**src/rtl/serial_pkg.sv**
```systemverilog
// serial_pkg: definitions shared by the receive-side serial blocks.
//   rx_state_t     : receive FSM states
//   DATA_BITS_DEF  : default data bits per frame
//   OVERSAMPLE_DEF : default clocks per bit period
//   CNT_W          : width of the BitCounter Count bus
package serial_pkg;

  typedef enum logic [1:0] {
    IDLE  = 2'd0,
    START = 2'd1,
    DATA  = 2'd2,
    BREAK = 2'd3
  } rx_state_t;

  localparam int DATA_BITS_DEF  = 8;
  localparam int OVERSAMPLE_DEF = 8;
  localparam int CNT_W          = 8;

endpackage

```
**src/rtl/sync2.sv**
```systemverilog
// sync2: two-flop synchronizer for a single asynchronous bit.
//   clk   : sampling clock
//   reset : synchronous, active-high; both flops load RST_VAL
//   d     : asynchronous input
//   q     : synchronized output, two clocks behind d
module sync2 #(
  parameter logic RST_VAL = 1'b1
) (
  input  logic clk,
  input  logic reset,
  input  logic d,
  output logic q
);

  logic meta;

  always_ff @(posedge clk) begin
    if (reset) begin
      meta <= RST_VAL;
      q    <= RST_VAL;
    end else begin
      meta <= d;
      q    <= meta;
    end
  end

endmodule

```
**src/rtl/serial_rx_ctrl.sv**
```systemverilog
// serial_rx_ctrl: receive control FSM for the serial link.
// Oversamples SerIn (start bit, DATA_BITS data bits LSB first, one stop bit),
// assembles the word and drives the BitCounter strobes. The data phase ends
// when the counter's Count reaches DATA_BITS; that sample is the stop bit.
//   clk          : clock, rising edge
//   reset        : synchronous, active-high
//   SerIn        : asynchronous serial line, idle high
//   Count        : BitCounter count (two edges behind the strobes)
//   ClearCounter : one-cycle pulse at a confirmed start bit
//   IncCounter   : one-cycle pulse per captured data bit
//   Data         : last good word, held until the next good frame
//   DataValid    : one-cycle pulse when Data updates
//   FrameError   : one-cycle pulse when the stop bit is sampled low
//   Busy         : high whenever the FSM is not in IDLE
module serial_rx_ctrl
  import serial_pkg::*;
#(
  parameter int DATA_BITS  = DATA_BITS_DEF,
  parameter int OVERSAMPLE = OVERSAMPLE_DEF
) (
  input  logic                 clk,
  input  logic                 reset,
  input  logic                 SerIn,
  input  logic [CNT_W-1:0]     Count,
  output logic                 ClearCounter,
  output logic                 IncCounter,
  output logic [DATA_BITS-1:0] Data,
  output logic                 DataValid,
  output logic                 FrameError,
  output logic                 Busy
);

  localparam int TW = $clog2(OVERSAMPLE);
  localparam logic [TW-1:0]    T_HALF = TW'(OVERSAMPLE/2 - 1);
  localparam logic [TW-1:0]    T_FULL = TW'(OVERSAMPLE - 1);
  localparam logic [CNT_W-1:0] N_BITS = CNT_W'(DATA_BITS);

  logic                 rx;
  rx_state_t            state;
  logic [TW-1:0]        timer;
  logic [DATA_BITS-1:0] shreg;
  logic [DATA_BITS-1:0] shift_nxt;

  sync2 #(.RST_VAL(1'b1)) u_sync (
    .clk   (clk),
    .reset (reset),
    .d     (SerIn),
    .q     (rx)
  );

  // LSB-first line: each new bit enters at the MSB and moves down, so after
  // DATA_BITS shifts the first bit received sits in bit 0.
  if (DATA_BITS > 1) begin : g_shift
    assign shift_nxt = {rx, shreg[DATA_BITS-1:1]};
  end else begin : g_shift1
    assign shift_nxt = rx;
  end

  always_ff @(posedge clk) begin
    if (reset) begin
      state        <= IDLE;
      timer        <= '0;
      shreg        <= '0;
      Data         <= '0;
      ClearCounter <= 1'b0;
      IncCounter   <= 1'b0;
      DataValid    <= 1'b0;
      FrameError   <= 1'b0;
      Busy         <= 1'b0;
    end else begin
      ClearCounter <= 1'b0;
      IncCounter   <= 1'b0;
      DataValid    <= 1'b0;
      FrameError   <= 1'b0;
      timer        <= timer + 1'b1;

      case (state)
        IDLE: begin
          timer <= '0;
          if (!rx) begin
            state <= START;
            Busy  <= 1'b1;
          end
        end

        // Re-check the line half a bit in to reject short glitches.
        START: begin
          if (timer == T_HALF) begin
            timer <= '0;
            if (!rx) begin
              state        <= DATA;
              ClearCounter <= 1'b1;
            end else begin
              state <= IDLE;
              Busy  <= 1'b0;
            end
          end
        end

        // Sampling at mid bit; the counter decides data vs stop. Count has
        // settled well before the next mid-bit sample since OVERSAMPLE >= 4.
        // Returning to IDLE at mid stop bit leaves half a bit of margin to
        // catch a back-to-back start edge.
        DATA: begin
          if (timer == T_FULL) begin
            timer <= '0;
            if (Count < N_BITS) begin
              shreg      <= shift_nxt;
              IncCounter <= 1'b1;
            end else if (Count == N_BITS && rx) begin
              Data      <= shreg;
              DataValid <= 1'b1;
              state     <= IDLE;
              Busy      <= 1'b0;
            end else begin
              // Low stop bit, or an out-of-range count treated the same way.
              FrameError <= 1'b1;
              state      <= BREAK;
            end
          end
        end

        // Wait out a held-low line before looking for a new start bit.
        BREAK: begin
          timer <= '0;
          if (rx) begin
            state <= IDLE;
            Busy  <= 1'b0;
          end
        end

        default: begin
          state <= IDLE;
          Busy  <= 1'b0;
        end
      endcase
    end
  end

endmodule

```
**config.mk**
```make
export PLATFORM = sky130hd
export DESIGN_NAME = serial_rx_ctrl
export DESIGN_NICKNAME = d
export VERILOG_FILES = /design/src/rtl/serial_pkg.sv /design/src/rtl/sync2.sv /design/src/rtl/serial_rx_ctrl.sv
export SDC_FILE = /design/constraint.sdc
export NUM_CORES = 1
export LEC_CHECK = 0
export BUFFER_PORTS_ARGS = -buffer_cell sky130_fd_sc_hd__buf_2
export CAP_MARGIN = 20
export CORE_UTILIZATION = 47
export DETAILED_ROUTE_END_ITERATION = 8
export PLACE_DENSITY = 0.75
export RECOVER_POWER = 25
export SYNTH_ARGS = -nofsm -noshare
export SYNTH_HDL_FRONTEND = slang
export SYNTH_SLANG_ARGS = --single-unit
```
**constraint.sdc**
```tcl
create_clock -name clk -period 4.6 [get_ports clk]
set_clock_uncertainty 0.15 [all_clocks]
set_input_delay 0.23 -clock clk [delete_from_list [all_inputs] [get_ports clk]]
set_output_delay 0.23 -clock clk [all_outputs]
set_load 0.02 [all_outputs]
```
* Word level (Yosys, flattened, before mapping)
Cells that the tools add are included.
Operators by class: add/subtract/negate cells 1, $lt $le $gt $ge 1, eq/ne operators 12, multiplexer cells 22, bitwise operators 5, reduce and logical (&&, ||, !) cells 10
Operators by type and width (count):
- $mux W2 | 7
- $mux W1 | 10
- $ne A2 B2 Y1 const B | 5
- $reduce_and A5 Y1 | 2
- $pmux W3 S3 | 1
- $eq A8 B4 Y1 const B | 1
- $lt A8 B4 Y1 const B | 1
- $pmux W2 S4 | 1
- $mux W3 | 2
- $reduce_or A3 Y1 | 2
- $not A1 Y1 | 5
- $eq A2 B2 Y1 const B | 2
- $pmux W1 S4 | 1
- $reduce_and A4 Y1 | 1
- $reduce_or A4 Y1 | 1
- $add A3 B1 Y3 const B | 1
- $eq A3 B2 Y1 const B | 1
- $eq A3 B3 Y1 const B | 1
- $reduce_and A3 Y1 | 1
- $eq A2 B1 Y1 const B | 1
- $logic_not A2 Y1 | 1
- $ne A2 B1 Y1 const B | 1
- $reduce_or A2 Y1 | 1
- $logic_and A1 B1 Y1 | 1
Storage, ports and cells: register bits after elaboration 28, input bits 11, output and inout port bits 13, word-level logic and storage cells 62

* Longest topological paths before layout
Gate-level depths: netlist of run 1.
depth after elaboration 6, mapped depth 6, depth with buffers taken out 6

* By module
A second synthesis of run 1 with hierarchy kept.
Second synthesis, totals: cell total of the unflattened synthesis 131, area, all modules 1169.9 sq um
Modules (own cells, without submodules):
- serial_rx_ctrl | instances 1, cells each 127, area an instance 1117.3 sq um, seq. area each 520.5 sq um
- sync2 | instances 1, cells each 4, area an instance 52.6 sq um, seq. area each 40.0 sq um

* Worst setup path after synthesis of run 1
Ideal clock, no wire load.
kind register -> register, start point reg timer[0], end point reg shreg[0], library setup time 0.124 ns, arrival time 1.486 ns, data required time 4.326 ns, setup slack 2.840 ns, stages on the path, launching flop included 7, path buffers 0, clock period less this slack 1.760 ns, cell sequence dfxtp_1 -> ha_1 -> ha_1 -> nand3b_1 -> nor3_4 -> mux2i_1 -> nor2_1
On the way: longest elaborated chain between the ends 2
Ends and longest elaborated chain:
- from (decl) | RTL line serial_rx_ctrl.sv:40 | logic [TW-1:0] timer;
- from (signal assigned) | RTL line serial_rx_ctrl.sv:75 | timer <= timer + 1'b1;
- $eq A3 B3 Y1 | RTL line serial_rx_ctrl.sv:105 | if (timer == T_FULL) begin
- $reduce_and A3 Y1 (no source line)
- to (signal assigned) | RTL line serial_rx_ctrl.sv:108 | shreg <= shift_nxt;
- to (decl) | RTL line serial_rx_ctrl.sv:41 | logic [DATA_BITS-1:0] shreg;
No other way between the ends. A chain may end at the register's enable or synchronous reset.

* Final worst setup path of run 1
start point reg timer[0], end point reg shreg[7]
Same word-level chain as after synthesis.

==> results.toml, run 1 <==
[grt]
antenna_found_initial = 0
grt-ovfl-total = 0
gr-usage-met2_pct = 31.0
busiest_layer = "met2"
grt_max_degree = 29
grtUsageMet1_pct = 19.7
grt_pass1_wl_um = 3420
grt_use_met3_pct = 3.45
grt_usage_pct = 17.0
grt_pass1_vias = 795

[yosys]
synth_top_area_share_pct = 46.0
ys_top_cells_by_area = "dfxtp_1, mux2i_1, nor2_1"
synth_top_cell_by_area = "dfxtp_1"
syn-cell-area_um2 = 1220
yosysSeqAreaShare_pct = 46.0
syn_inst = 115
synth_fp_nets = 130
synth_ff_type = "dfxtp_1"
synth.avg_cell_area_um2 = 10.6
yosysMostFrequentCell = "dfxtp_1"
ys_ff_latch = 28
synth_edf_count = 0
ys_warn_count = 0
synth_cell_type_count = 30
synth_common_cells = "dfxtp_1, nor2_1, mux2i_1"
async_flop_share_pct = 0

[finish]
n_antenna_cell = 0
area_growth_pct = 10.7
drive_gt1_share_pct = 18.8
fill_cells = 225
fin_cells = 168
multiInputGateArea_um2 = 559
nNetsFinal = 154
utilization_pct = 54.9
final_area_um2 = 1350
seq_area_um2 = 561

[setup_path]
reg2reg_from = "timer[0]"
worstSetupPathType = "reg -> reg"
arrival_ns = 2.05
cpLargestDelayFamily = "simple AND/OR/NAND/NOR gates"
rr_worst_depth = 6
r2r_slack_ns = 2.62
crit_path_start = "timer[0]"
cp-end-kind = "register"
cp_common_cell = "ha_1"
max_stage_delay_ns = 0.49
cp.required_ns = 4.67
worst-path-buf-inv = 0
slowest_stage = "nor3_4"
regToRegEndpoint = "shreg[7]"
start_kind = "register"
crit_chain = "ha_1 -> ha_1 -> nand3b_1 -> nor3_4 -> mux2i_1 -> nor2_1"
worst-path-max-fanout = 8

[sta]
max_slew_margin_pct = 61.4
maxSlewViolCount = 0
rsz0062_at_grt = "no"
period_share_pct = 43.0
tightest_slew_ns = 0.574
timing.final.ws_setup_ns = 2.62
fmax_ghz = 0.505
min_period_ns = 1.98
hold_viol = 0
fin_tns_setup_ns = 0
finalSetupViolCount = 0

[power_and_ir_drop]
netSwitchingFraction_pct = 20.0
internal-power_mw = 0.343
power.switching_mw = 0.0859
power_frac_seq_pct = 57.8
power.share.clock_pct = 37.1
leakagePower_nw = 0.590
ir_worst_vdd_mv = 0.220
power_frac_comb_pct = 5.0
power_density_nw_per_um2 = 319

[die]
start_util_pct = 49.6
row_count = 18
die_w_um = 52.9
die-area_um2 = 2800
coreArea_um2 = 2450
io-pin-count = 24
die_y_um = 52.9

[min_path]
holdPathStages = 3
worstHoldPathType = "in -> reg"
holdCritStartpoint = "Count[7]"
hold_end = "IncCounter"

[drt]
wl_per_cell_um = 12.3
num_vias = 877
ant_nets = 0
finalWirelength_um = 2060
drt-pass1-iter-count = 4
first_iter_violations = 5
vias_per_cell = 5.22
drc = 0

[placement]
io_buffers = 23
gp_congestion = 0.780
place_hpwl_um = 1440
dp_slack_ns = 2.64
place_inst = 162
place_area_um2 = 1280

[clocking]
insertion_delay_ns = 0.32
root_buffer = "clkbuf_4"
h-tree-depth = 1
tritoncts = "yes"
numCtsBuffers = 3
clockBufferDepth = 2
cts_setup_buffers = 0
cts.sinks = 28
clkTransAtPathRegs_ns = 0.15

[flow_run]
maxCapViolCount = 0

[status]
outcome = "completed"
-- cell families (layout without fill, tap and decap cells) --
family	count (synthesis)	count (layout)	synth area share (%)
DFF	28	28	46.0
and+or+nand+nor	46	46	22.3
AOI/OAI and AO/OA	12	12	6.37
muxes	16	16	13.2
buffers and inverters	9	32	8.02
adders and majority gates	4	4	4.11
-- layout make-up --
| type | instances | share of cell area [%] |
|---|---|---|
| clock buffer | 3 | 1.67 |
| timing repair buffer | 25 | 9.38 |
| sequential | 28 | 41.6 |
| multi-input combinational | 78 | 41.5 |
| inverter | 3 | 0.836 |
| clock inverter | 1 | 2.23 |
| tap | 30 | 2.79 |
-- worst register-to-register path, cell delays in order (launching register included) --
cell and delay [ns]:
dfxtp_1 0.37, ha_1 0.20, ha_1 0.21, nand3b_1 0.15, nor3_4 0.49, mux2i_1 0.26, nor2_1 0.05
-- per-stage QoR --
| stage | power [mW] | hold WS [ns] |
|---|---|---|
| 2_1_floorplan | 0.271 | 0.157 |
| 3_5_place_dp | 0.274 | 0.244 |
| 6_report | 0.429 | 0.0631 |
| 3_3_place_gp | 0.273 | 0.244 |
| 4_1_cts | 0.432 | 0.0579 |
| 5_1_grt | 0.448 | 0.0510 |
-- worst max path at each step --
stage / to / depth (start not counted) / slack [ns]
after floorplan: shreg[0] / 6 / 2.84
after detailed placement: shreg[7] / 6 / 2.64
final: shreg[7] / 6 / 2.62
after global placement: Data[5] / 5 / 2.72
after CTS: shreg[7] / 6 / 2.61
after global routing: shreg[7] / 6 / 2.46
-- sequential cells by signal (all words and copies together), names as in the netlist --
signal        cells
IncCounter        1
Data              8
FrameError        1
timer             3
Busy              1
ClearCounter      1
state             2
DataValid         1
u_sync.meta       1
u_sync.q          1
shreg             8
-- power by group through the flow --
stage | logic, mW | registers [mW] | clock network [mW]
floorplan | 0.0183 | 0.253 | 0
global placement | 0.0196 | 0.253 | 0
detailed placement | 0.0201 | 0.253 | 0
CTS | 0.0216 | 0.248 | 0.162
global route | 0.0239 | 0.249 | 0.175
finish | 0.0216 | 0.248 | 0.159
-- layout by cell type (no fill, tap or decap), drive strengths merged, types with 2 or more instances in the layout --
| cell type | netlist | final |
|---|---|---|
| nor2 | 20 | 20 |
| a21oi | 3 | 3 |
| nand3 | 2 | 2 |
| o211ai | 2 | 2 |
| nor3 | 3 | 3 |
| ha | 4 | 4 |
| a31oi | 3 | 3 |
| o21ai | 2 | 2 |
| clkbuf | 4 | 10 |
| mux2i | 16 | 16 |
| dlygate4sd3 | 0 | 2 |
| dfxtp | 28 | 28 |
| buf | 0 | 16 |
| inv | 3 | 3 |
| or2 | 2 | 2 |
| nand3b | 2 | 2 |
| nor3b | 2 | 2 |
| nor4 | 2 | 2 |
| nand2b | 6 | 6 |
-- per-layer routing --
metal	routed length [um]	vias up
li1	-	444
met1	957	410
met2	1000	21
met3	91	2
met4	10	0
met5	0	-
-- repair_timing --
action,CTS,global route
endpoints found under the hold margin,2,0
hold buffers,2,0
resized for setup,0,0
(Power assumes the default switching activity.)
==> run 2: changes to the inputs <==
PLACE_DENSITY = 0.77   (was 0.75)
clock period = 1.6 ns   (was 4.6 ns; I/O delays follow)
==> run 2 against run 1 <==
Against the previous run:
- the flow now finishes with violations (negative hold slack, negative setup slack)
- clock power rose by 80%
- sequential power rose to 2.9 times the previous value
- cell count rose by 6.0%
- global-route usage rose by 2.2 points
- first-iteration DRC count rose to 2.8 times the previous value
- via count rose by 7.3%
- sequential share of layout area fell by 3.5 points
- worst setup slack got worse by 2.7 ns
- largest power group unchanged
==> results.toml, run 2 (synthesized netlist as in run 1, its figures left out) <==
[clocking]
tritoncts = "yes"
insertion_delay_ns = 0.33
clkTransAtPathRegs_ns = 0.15
cts_hold_buf = 3
numCtsBuffers = 3
h-tree-depth = 1
clockBufferDepth = 2
cts.sinks = 28
root_buffer = "clkbuf_4"

[sta]
max_slew_margin_pct = 54.7
fin_tns_setup_ns = -0.569
finalSetupViolCount = 20
tightest_slew_ns = 0.674
whs_ns = -0.0207
timing.final.ws_setup_ns = -0.0507
maxSlewViolCount = 0
fmax_ghz = 0.606
hold_viol = 1
rsz0062_at_grt = "yes"
min_period_ns = 1.65
period_share_pct = 103

[grt]
grt_usage_pct = 19.3
grtUsageMet1_pct = 21.1
grt-ovfl-total = 0
busiest_layer = "met2"
gr-usage-met2_pct = 36.5
antenna_found_initial = 0
grt_pass1_vias = 870
grt_max_degree = 29
grt_pass1_wl_um = 3830
grt_use_met3_pct = 2.59

[placement]
io_buffers = 23
place_hpwl_um = 1800
dp_slack_ns = -0.147
gp_congestion = 0.770

[finish]
drive_gt1_share_pct = 31.1
layout_common_cells = "dfxtp_1, nor2_1, buf_2"
n_antenna_cell = 0
nNetsFinal = 165
area_growth_pct = 21.3
top_regs = "Data: 8 flops, shreg: 8 flops, timer: 3 flops"
mostFrequentLayoutCell = "dfxtp_1"

[setup_path]
crit_path_start = "timer[1]"
crit_end = "shreg[1]"
worst-path-max-fanout = 8
reg2reg_from = "timer[1]"
worstSetupPathType = "reg -> reg"
rr_worst_depth = 7
regToRegEndpoint = "shreg[1]"
start_kind = "register"
r2r_slack_ns = -0.05
cp.required_ns = 1.67
arrival_ns = 1.72
cp-end-kind = "register"

[status]
violations = "negative hold slack, negative setup slack"
outcome = "finished, violations left"

[drt]
wl_per_cell_um = 13.9
drc = 0
first_iter_violations = 14
drt-pass1-iter-count = 4
finalWirelength_um = 2470
vias_per_cell = 5.29
ant_nets = 0
num_vias = 941

[die]
io-pin-count = 24
coreArea_um2 = 2450
die-area_um2 = 2800
die_y_um = 52.9
die_w_um = 52.9
start_util_pct = 49.6
row_count = 18

[power_and_ir_drop]
netSwitchingFraction_pct = 22.8
power.share.clock_pct = 26.7
ir_worst_vdd_mv = 0.513
power.switching_mw = 0.245
leakagePower_nw = 0.629
power_mw = 1.07
power_frac_comb_pct = 6.7
internal-power_mw = 0.827
power_frac_seq_pct = 66.6
power_density_nw_per_um2 = 726

[flow_run]
maxCapViolCount = 0

[min_path]
worstHoldPathType = "in -> reg"
==> run 2: cell count changes in the layout (fill, tap and decap cells not counted), moves of 2 or more <==
| cell | change |
|---|---|
| buf_2 | +4 |
| buf_4 | +9 |
| clkbuf_1 | -4 |
| dfxtp_1 | -2 |
| dfxtp_2 | +2 |
| ha_1 | -3 |
| ha_4 | +3 |
==> run 2: how the worst min path moves through the flow <==
| stage | startpoint | end | slack [ns] | depth (start not counted) |
|---|---|---|---|---|
| final | Count[0] | DataValid | -0.02 | 4 |
| after global routing | Count[0] | DataValid | -0.009 | 4 |
| after CTS | Count[0] | DataValid | -0.02 | 4 |
| after detailed placement | SerIn | u_sync.meta | 0.12 | 2 |
| after global placement | SerIn | u_sync.meta | 0.11 | 2 |
| after floorplan | Count[3] | IncCounter | 0.007 | 1 |
==> run 2: timing repair <==
item                       4_1_cts  5_1_grt
gates resized for setup          6        0
setup buffers                    1        0
setup endpoints to repair       19       21
hold endpoints to repair         3        1
gates cloned                     0        0
pin swaps                        6        2
==> run 2: worst max-delay path, stage by stage (launching register included) <==
cell and delay (ns):
dfxtp_2 0.38, ha_4 0.15, ha_4 0.13, nand3b_1 0.13, nor3_4 0.18, buf_12 0.16
mux2i_1 0.18, nor2_1 0.07
==> run 2: metrics by stage <==
stage / hold WS, ns / utilization, % / instance area, um2 / instances
after floorplan: 0.00663 / - / 1240 / 115
after global placement: 0.113 / 56.7 / 1390 / 171
after detailed placement: 0.119 / 56.7 / 1390 / 171
after CTS: -0.0173 / 60.3 / 1480 / 178
after global routing: -0.00927 / 60.1 / 1480 / 178
final: -0.0207 / 60.1 / 1480 / 178
==> run 2: layer usage <==
layer  vias up  wire (um)
li1        469          -
met1       438       1010
met2        30       1290
met3         4        139
met4         0         30
met5         -          0
==> run 2: layout make-up <==
type                    count  area [um2]
clock buffers               3        22.5
inverters                   3        11.3
multi-input cells          78         613
well taps                  30        37.5
flip-flops and latches     28         563
fillers                   208         978
repair buffers             36         229
==> run 2: power by group through the flow <==
| stage | clock (mW) | combinational, mW | sequential (mW) |
|---|---|---|---|
| CTS | 0.294 | 0.0721 | 0.713 |
| detailed placement | 0 | 0.0655 | 0.728 |
| global route | 0.313 | 0.0774 | 0.714 |
| finish | 0.286 | 0.0717 | 0.713 |
| global placement | 0 | 0.0616 | 0.727 |
| floorplan | 0 | 0.0499 | 0.729 |
==> run 3: changes to the inputs <==
CORE_ASPECT_RATIO = 0.9   (was unset)
==> run 3 against run 2 <==
Against the previous run:
- the run ends with negative setup slack left
- first-iteration DRC count decreased by 29%
- hold slack improved by 0.047 ns
- sequential power about the same
- count of clock-buffer cells in the layout unchanged
- sequential cell count unchanged
- worst setup slack got worse by 0.025 ns
- via count decreased by 1.4%
- critical path depth unchanged
- cell count unchanged
- combinational power decreased by 2%
- maximum frequency decreased by 1.5%
==> results.toml, run 3 (synthesized netlist as in run 1, its figures left out) <==
[setup_path]
slowest_stage = "dfxtp_2"
arrival_ns = 1.73
worst-path-buf-inv = 1
worstSetupPathType = "reg -> reg"
max_stage_delay_ns = 0.36
cpLargestDelayFamily = "simple AND/OR/NAND/NOR gates"
start_kind = "register"
worst-path-max-fanout = 8
crit_chain = "ha_4 -> ha_4 -> and3b_1 -> nand4_2 -> buf_12 -> mux2i_1 -> nor2_1"
cp-end-kind = "register"
cp_common_cell = "ha_4"
cp.required_ns = 1.66

[sta]
max_slew_margin_pct = 68.4
whs_ns = 0.0265
hold_viol = 0
fmax_ghz = 0.597
tightest_slew_ns = 0.474
rsz0062_at_grt = "yes"
min_period_ns = 1.68
maxSlewViolCount = 0
timing.final.ws_setup_ns = -0.0761
finalSetupViolCount = 17
fin_tns_setup_ns = -0.297
period_share_pct = 105

[die]
row_count = 17
start_util_pct = 49.8
die-area_um2 = 2800
coreArea_um2 = 2450
die_y_um = 50.3
die_w_um = 55.6
io-pin-count = 24

[finish]
seq_area_um2 = 563
mostFrequentLayoutCell = "dfxtp_1"
fill_cells = 213
nNetsFinal = 166
drive_gt1_share_pct = 30.7
fin_cells = 178
multiInputGateArea_um2 = 598
area_growth_pct = 24.2
layout_common_cells = "dfxtp_1, nor2_1, buf_2"
n_antenna_cell = 0
top_regs = "Data: 8 flops, shreg: 8 flops, timer: 3 flops"

[placement]
place_inst = 169
io_buffers = 23
place_hpwl_um = 1510
gp_congestion = 0.860

[status]
outcome = "finished, violations left"
violations = "negative setup slack"

[clocking]
root_buffer = "clkbuf_4"
clkTransAtPathRegs_ns = 0.15
insertion_delay_ns = 0.33
h-tree-depth = 1
tritoncts = "yes"
numCtsBuffers = 3
cts.sinks = 28
clockBufferDepth = 2

[drt]
wl_per_cell_um = 12.2
first_iter_violations = 10
finalWirelength_um = 2170
drc = 0
num_vias = 928
ant_nets = 0
vias_per_cell = 5.21
drt-pass1-iter-count = 4

[grt]
grt_pass1_wl_um = 3500
grt_pass1_vias = 817
grt-ovfl-total = 0
antenna_found_initial = 0
grt_usage_pct = 16.0
grt_max_degree = 29

[power_and_ir_drop]
leakagePower_nw = 0.671
power_density_nw_per_um2 = 818
ir_worst_vdd_mv = 0.643
power_mw = 1.24

[min_path]
worstHoldPathType = "in -> reg"

[flow_run]
maxCapViolCount = 0
run 3: metrics by stage:
stage          setup WS, ns  area (um2)  utilization, %
2_1_floorplan       -0.0913        1240               -
3_3_place_gp        -0.0512        1400            57.3
3_5_place_dp         -0.108        1400            57.3
4_1_cts             -0.0804        1500            61.4
5_1_grt              -0.116        1510            61.8
6_report            -0.0761        1510            61.8
run 3: repair_timing:
item / CTS / global route
pin swaps: 6 / 4
endpoints found under the setup margin: 18 / 20
buffers inserted: 1 / 0
hold endpoints to repair: 3 / 0
gates resized for setup: 1 / 2
hold buffers: 4 / 0
run 3: power by group:
group / leakage (nW) / total, mW / switching (mW) / internal, mW
sequential: 0.227 / 0.712 / 0.00695 / 0.705
clock: 0.0279 / 0.454 / 0.200 / 0.253
combinational: 0.416 / 0.0704 / 0.0368 / 0.0335
run 3: cell type report:
| type | instances | area share (%) |
|---|---|---|
| multi-input cells | 78 | 39.6 |
| flip-flops and latches | 28 | 37.3 |
| repair buffers | 37 | 16.6 |
| well taps | 28 | 2.32 |
| clock inverters | 1 | 1.99 |
| clock buffers | 3 | 1.49 |
| inverters | 3 | 0.745 |
run 3: worst paths after layout:
path,startpoint,to,slack [ns],depth (start not counted)
worst min-delay path,reset,Data[4],0.03,2
worst max-delay path,timer[0],Data[3],-0.08,7
worst max register to register,timer[0],Data[3],-0.08,7
worst min register to register,u_sync.meta,u_sync.q,0.27,1
run 3: layer usage:
metal / track usage, % / up-vias / wire length, um
met5: 0 / - / 0
met4: 8.75 / 0 / 29
met3: 2.32 / 2 / 113
met2: 26.7 / 29 / 1000
met1: 19.9 / 419 / 1030
li1: - / 478 / -
